File: config.mk
export PLATFORM = sky130hd
export DESIGN_NAME = pipeline_sequencer
export DESIGN_NICKNAME = d
export VERILOG_FILES = /design/src/rtl/pipeline_sequencer.sv
export SDC_FILE = /design/constraint.sdc
export NUM_CORES = 1
export LEC_CHECK = 0
export CELL_PAD_IN_SITES_DETAIL_PLACEMENT = 1
export CELL_PAD_IN_SITES_GLOBAL_PLACEMENT = 1
export CORE_UTILIZATION = 21
export CTS_BUF_LIST = sky130_fd_sc_hd__clkbuf_8
export DETAILED_ROUTE_END_ITERATION = 10
export GPL_TIMING_DRIVEN = 0
export PLACE_DENSITY = 0.93
export SLEW_MARGIN = 5
export SYNTH_ARGS = -nofsm -noshare
export SYNTH_HDL_FRONTEND = slang
export SYNTH_SLANG_ARGS = --single-unit
File: constraint.sdc
create_clock -name clock -period 2.3 [get_ports clock]
set_clock_uncertainty 0.15 [all_clocks]
set_input_delay 0.46 -clock clock [delete_from_list [all_inputs] [get_ports clock]]
set_output_delay 0.46 -clock clock [all_outputs]
set_load 0.01 [all_outputs]
File: src/rtl/pipeline_sequencer.sv
// pipeline_sequencer: hazard/control sequencer for the 5-stage datapath.
// Ports: clock, reset (sync, active-high);
//   in : stall_fetch_req, stall_decode_req, halt, take_branch_target,
//        illegal_opcode_exception, return_in_pipeline, irq_req[7:0],
//        irq_mask[7:0], global_int_en, exc_clear
//   out: stall_fetch, stall_decode, hazard_prog_cntr_sel[3:0], inst_word_sel,
//        hazard_inst_word[31:0], prog_cntr_int_addr[13:0], irq_ack[7:0],
//        exc_pending, halted
module pipeline_sequencer #(
   parameter logic [31:0] NOP_WORD        = 32'h0000_0000,
   parameter logic [7:0]  INT_CALL_OPCODE = 8'h3C,
   parameter logic [13:0] VECTOR_BASE     = 14'h0010,
   parameter logic [13:0] EXC_VECTOR      = 14'h0004,
   parameter int          RET_LATENCY     = 3
) (
   input  logic        clock,
   input  logic        reset,
   input  logic        stall_fetch_req,
   input  logic        stall_decode_req,
   input  logic        halt,
   input  logic        take_branch_target,
   input  logic        illegal_opcode_exception,
   input  logic        return_in_pipeline,
   input  logic [7:0]  irq_req,
   input  logic [7:0]  irq_mask,
   input  logic        global_int_en,
   input  logic        exc_clear,
   output logic        stall_fetch,
   output logic        stall_decode,
   output logic [3:0]  hazard_prog_cntr_sel,
   output logic        inst_word_sel,
   output logic [31:0] hazard_inst_word,
   output logic [13:0] prog_cntr_int_addr,
   output logic [7:0]  irq_ack,
   output logic        exc_pending,
   output logic        halted
);
   localparam int CW = $clog2(RET_LATENCY + 1);
   typedef enum logic [1:0] {RUN, RET_WAIT, HALTED} state_t;
   state_t state, nxt;
   logic [CW-1:0] cnt;
   logic isr_active, irq_pend, take_irq, exc_set, ret_done;
   logic [7:0] req;
   logic [2:0] win;
   logic [13:0] vec;
   assign req = irq_req & irq_mask;
   assign irq_pend = global_int_en & ~isr_active & (|req);
   assign vec = VECTOR_BASE + {9'd0, win, 2'b00};
   assign ret_done = state == RET_WAIT && cnt <= CW'(1);
   // scan downwards so the lowest set line is the last one written
   always_comb begin
      win = '0;
      for (int i = 7; i >= 0; i--) if (req[i]) win = 3'(i);
   end
   // reset masks every redirect so a pending ack or return is dropped at once
   always_comb begin
      stall_fetch = 1'b0;
      stall_decode = 1'b0;
      hazard_prog_cntr_sel = 4'd0;
      inst_word_sel = 1'b0;
      hazard_inst_word = NOP_WORD;
      prog_cntr_int_addr = '0;
      irq_ack = '0;
      halted = 1'b0;
      nxt = state;
      take_irq = 1'b0;
      exc_set = 1'b0;
      if (!reset) begin
         case (state)
            RUN:
               if (illegal_opcode_exception) begin
                  hazard_prog_cntr_sel = 4'd3;
                  prog_cntr_int_addr = EXC_VECTOR;
                  inst_word_sel = 1'b1;
                  exc_set = 1'b1;
               end else if (take_branch_target) begin
                  hazard_prog_cntr_sel = 4'd2;
                  inst_word_sel = 1'b1;
               end else if (return_in_pipeline) begin
                  hazard_prog_cntr_sel = 4'd1;
                  stall_fetch = 1'b1;
                  inst_word_sel = 1'b1;
                  nxt = RET_WAIT;
               end else if (stall_fetch_req | stall_decode_req) begin
                  stall_fetch = 1'b1;
                  stall_decode = stall_decode_req;
                  hazard_prog_cntr_sel = 4'd1;
               end else if (halt) begin
                  hazard_prog_cntr_sel = 4'd1;
                  stall_fetch = 1'b1;
                  inst_word_sel = 1'b1;
                  nxt = HALTED;
               end else take_irq = irq_pend;
            RET_WAIT:
               if (!ret_done) begin
                  stall_fetch = 1'b1;
                  hazard_prog_cntr_sel = 4'd1;
                  inst_word_sel = 1'b1;
               end else begin
                  hazard_prog_cntr_sel = 4'd4;
                  inst_word_sel = 1'b1;
                  nxt = RUN;
               end
            HALTED: begin
               halted = 1'b1;
               if (irq_pend) begin
                  take_irq = 1'b1;
                  nxt = RUN;
               end else if ((|req) && !global_int_en) nxt = RUN;
               else begin
                  stall_fetch = 1'b1;
                  hazard_prog_cntr_sel = 4'd1;
                  inst_word_sel = 1'b1;
               end
            end
            default: nxt = RUN;
         endcase
      end
      // interrupt enters as an injected CALL so the return address is stacked normally
      if (take_irq) begin
         hazard_prog_cntr_sel = 4'd3;
         prog_cntr_int_addr = vec;
         inst_word_sel = 1'b1;
         hazard_inst_word = {vec, 10'd0, INT_CALL_OPCODE};
         irq_ack = 8'd1 << win;
      end
   end
   always_ff @(posedge clock) begin
      if (reset) begin
         state <= RUN;
         cnt <= '0;
         isr_active <= 1'b0;
         exc_pending <= 1'b0;
      end else begin
         state <= nxt;
         cnt <= (state == RUN && nxt == RET_WAIT) ? CW'(RET_LATENCY) :
                (state == RET_WAIT && !ret_done) ? cnt - CW'(1) : '0;
         isr_active <= take_irq | (isr_active & ~ret_done);
         exc_pending <= exc_set | (exc_pending & ~exc_clear);
      end
   end
endmodule

### After elaboration in Yosys (flattened, before gate mapping)

Cells that the tools add are included.

| operators by class | value |
|---|---|
| equal/unequal tests | 3 |
| mux-type cells | 73 |
| bitwise gates (word level) | 11 |
| magnitude comparators | 1 |
| add/subtract/negate cells | 2 |
| shift operators | 1 |
| reductions and logical operators | 8 |

Operators by type and width:

| cell | count |
|---|---|
| 3-bit two-way mux | 13 |
| 1-bit two-way mux | 38 |
| 2-bit two-way mux | 13 |
| 24-bit two-way mux | 1 |
| 14-bit two-way mux | 1 |
| 3-bit one-hot mux with 3 select lines | 1 |
| 8-bit bitwise AND | 1 |
| 8-bit two-way mux | 1 |
| 8-bit OR reduction | 1 |
| 1-bit by 3-bit left shift with 8-bit output, first input constant | 1 |
| 5-bit by 5-bit adder with 6-bit output, first input constant | 1 |
| 1-bit one-hot mux with 3 select lines | 2 |
| 2-bit one-hot mux with 3 select lines | 1 |
| 1-bit bitwise AND | 4 |
| 2-bit by 1-bit == test with 1-bit output, second input constant | 2 |
| 1-bit logical AND | 4 |
| 4-bit two-way mux | 1 |
| 1-bit inverter | 3 |
| 1-bit OR | 3 |
| 2-bit == test, second input constant | 1 |
| 2-bit by 1-bit less-or-equal comparator with 1-bit output, second input constant | 1 |
| 1-bit zero test | 2 |
| 2-bit zero test | 1 |
| 1-bit one-hot mux with 2 select lines | 1 |
| 2-bit by 1-bit subtractor with 2-bit output, second input constant | 1 |

| storage, ports and cells | value |
|---|---|
| register bits | 6 |
| bits of input ports | 26 |
| logic and storage cells | 103 |
| output and inout port bits | 63 |

### Depth between registers and ports, before layout

| depth | value |
|---|---|
| depth after elaboration | 11 |
| mapped depth | 6 |
| mapped depth without buffers | 6 |

### Worst setup path after synthesis

OpenSTA, ideal clock, no wires.

| path | value |
|---|---|
| path type | input port to output port |
| from | input reset |
| to | output prog_cntr_int_addr[3] |
| path slack | 178 ps |
| path buffers | 1 |
| arrival time | 1512 ps |
| stages on the path | 5 |
| path through | nor4b_2 > o211a_4 > nand3_1 > nor2_1 > buf_4 |

| between the ends | value |
|---|---|
| word-level cells in the longest chain between the ends | 2 |

Ends and longest elaborated chain:

| what | RTL line | text |
|---|---|---|
| start, declared | 17 | `input logic reset,` |
| 1-bit two-way mux | 68 | `if (!reset) begin` |
| 14-bit two-way mux | 120 | `if (take_irq) begin` |
| end, declared | 33 | `output logic [13:0] prog_cntr_int_addr,` |

No other way between the ends.

### Worst setup path after layout

| path | value |
|---|---|
| from | input return_in_pipeline |
| to | output prog_cntr_int_addr[2] |

| between the ends | value |
|---|---|
| word-level cells in the longest chain between the ends | 6 |

Ends and longest elaborated chain:

| what | RTL line | text |
|---|---|---|
| start, declared | 23 | `input logic return_in_pipeline,` |
| 1-bit two-way mux | 79 | `end else if (return_in_pipeline) begin` |
| 1-bit two-way mux | 76 | `end else if (take_branch_target) begin` |
| 1-bit two-way mux | 71 | `if (illegal_opcode_exception) begin` |
| 1-bit one-hot mux with 2 select lines | 69 | `case (state)` |
| 1-bit two-way mux | 68 |  |
| 14-bit two-way mux | 120 |  |

No other way between the ends.

==> flow_summary.json <==
{
  "status": "finished, violations left",
  "violations": "negative setup slack",
  "n_fill_cell": 604,
  "dieWidth_um": 72.2,
  "routedWlPerCell_um": 12.0,
  "synth_edf_count": 0,
  "grt_antenna_before_repair": 0,
  "setup_violations": 5,
  "syn_area_um2": 1030,
  "cp-start-kind": "primary input",
  "regArea_um2": 120,
  "power_mw": 0.519,
  "rsz0062_at_grt": "yes",
  "vdd_drop_max_mv": 0.217,
  "clkSinkCount": 6,
  "io_buffers": 53,
  "clkSlewWorstSetupHoldPaths_ns": 0.04,
  "clk_path_buf_depth": 2,
  "ios": 89,
  "min_period_ns": 2.35,
  "dr.pass1.iters": 4,
  "arrival_ns": 1.74,
  "pre_cts_ws_ns": -0.929,
  "dp_hpwl_um": 2860,
  "async_flop_share_pct": 0,
  "fp.dieArea_um2": 5210,
  "grt_pass1_wl_um": 5500,
  "area_growth_pct": 94.7,
  "drc_errors": 0,
  "drive_above_1_share_pct": 57.7,
  "postPlaceCellArea_um2": 1780,
  "postRouteAntennaNets": 0,
  "cts-root-buf": "clkbuf_8",
  "clock_latency_ns": 0.22,
  "period_share_pct": 102,
  "endpoint_kind": "output pin",
  "maxCapViolCount": 0,
  "htree_num_levels": 1,
  "cts_tree": "yes",
  "worst_pin_slew_ns": 0.514,
  "maxSlewHeadroom_pct": 65.7,
  "cts_buffers": 3,
  "diodes": 0,
  "place_congestion": 0.806,
  "critPathRequiredTime_ns": 1.69,
  "ys_seq_elements": 6,
  "final_util_pct": 42.6,
  "wl_um": 3820,
  "synthCells": 140,
  "crit_fanout": 4,
  "p_leak_nw": 1.10,
  "hp-class": "register to register",
  "ys_seq_area_share_pct": 11.6,
  "cellPowerDensity_nw_per_um2": 258,
  "hold_violations": 0,
  "ctsHoldBuffers": 0,
  "fp-row-count": 25,
  "syn-mean-instance-area_um2": 7.38,
  "synth_flop_cell": "dfxtp_1",
  "grt_pass1_vias": 1225,
  "die_h_um": 72.2,
  "stdcell_area_um2": 2010,
  "ys_types": 39,
  "viasPerCell": 4.10,
  "drt_iter0_markers": 17,
  "fmax_mhz": 425,
  "num_vias": 1312,
  "overflow": 0,
  "critical_path_class": "primary input to output pin",
  "grt_max_degree": 11,
  "core_um2": 4720,
  "fin_ws_ns": -0.0522,
  "multi_input_comb_area_um2": 820,
  "drv_slew": 0,
  "initial_utilization_pct": 21.9,
  "track_usage_pct": 13.2,
  "ys_warn_count": 0,
  "final_nets": 282
}
## cells by family (layout without fill, tap and decap cells)
family | count (synthesis) | count (layout) | share of synthesized area (%)
AO/OA/AOI/OAI | 32 | 32 | 24.5
other | 1 | 35 | 0.363
flip-flops | 6 | 6 | 11.6
adder cells (fa/ha/maj) | 1 | 1 | 1.21
buffers and inverters | 49 | 128 | 33.3
AND/OR/NAND/NOR | 51 | 51 | 29.1
## flip-flops by register name (all words and copies together) (netlist names)
register / count
cnt: 2
state: 2
exc_pending: 1
isr_active: 1
## final cells by class
cell class	instances	share of cell area [%]
Buffer	45	17.0
Clock buffer	3	2.05
Inverter	4	0.746
Multi-Input combinational cell	119	40.7
Sequential cell	6	5.97
Tap cell	67	4.17
Timing Repair Buffer	76	29.4
## per-layer routing
layer | vias to the layer above | wire, um | GRT usage, %
li1 | 648 | - | -
met5 | - | 0 | 0
met4 | 0 | 15 | 1.96
met3 | 2 | 247 | 1.94
met1 | 610 | 1420 | 13.9
met2 | 52 | 2140 | 27.6
## metrics by stage
step	setup TNS (ns)	instances	hold slack (ns)
3_3_place_gp	-18.86	294	0.325
6_report	-0.166	320	0.332
2_1_floorplan	0	174	0.318
4_1_cts	-0.139	313	0.339
3_5_place_dp	-19.77	294	0.332
5_1_grt	-1.05	320	0.385
## worst max-delay path, cell delays in order
cell	delay, ns
buf_8	0.10
nor4_4	0.32
o211a_4	0.23
buf_6	0.10
nand2b_4	0.07
buf_6	0.13
o31ai_2	0.16
buf_2	0.16
## path summary, 6_finish.rpt
path                           from  cells past startpoint                      to  slack, ns
min          exc_pending$_SDFF_PP0_                      2  exc_pending$_SDFF_PP0_       0.33
max              return_in_pipeline                      8   prog_cntr_int_addr[2]      -0.05
max reg2reg     state[0]$_SDFF_PP0_                      7   isr_active$_SDFF_PP0_       0.68
min reg2reg  exc_pending$_SDFF_PP0_                      2  exc_pending$_SDFF_PP0_       0.33
## timing repair
action | CTS | global route
cloned | 0 | 0
endpoints found under the setup margin | 27 | 25
pin swaps | 20 | 10
resized for setup | 206 | 38
buffers inserted | 16 | 7
## cell usage after synthesis (2+ instances only)
master / count / share of area, %
nand3_1: 4 / 1.9
nor3_1: 7 / 3.4
nand2_1: 13 / 4.7
a22o_1: 4 / 3.4
and2_1: 2 / 1.2
o21ai_0: 6 / 2.9
inv_1: 4 / 1.5
nor2_1: 12 / 4.4
buf_4: 42 / 31
buf_2: 2 / 0.97
a21oi_1: 6 / 2.9
o211a_1: 2 / 1.9
o211ai_1: 2 / 1.5
nor4_4: 2 / 4.1
nand4_1: 2 / 1.2
dfxtp_1: 6 / 12
nand2b_1: 2 / 1.2
## layout by cell type (no fill, tap or decap), types with 3 or more instances in the layout
master,count
dfxtp_1,6
conb_1,35
nor3_2,4
inv_1,3
a21oi_1,6
o21ai_0,5
a22o_4,3
nand2_1,12
nor2_1,8
clkbuf_8,3
buf_2,28
buf_4,59
clkbuf_2,5
buf_6,17
nor2_2,3
## power by group
group / internal, mW / switching, mW
combinational: 0.132 / 0.120
sequential: 0.108 / 0.00202
clock: 0.112 / 0.0447
Power figures use the tool's default switching activity.
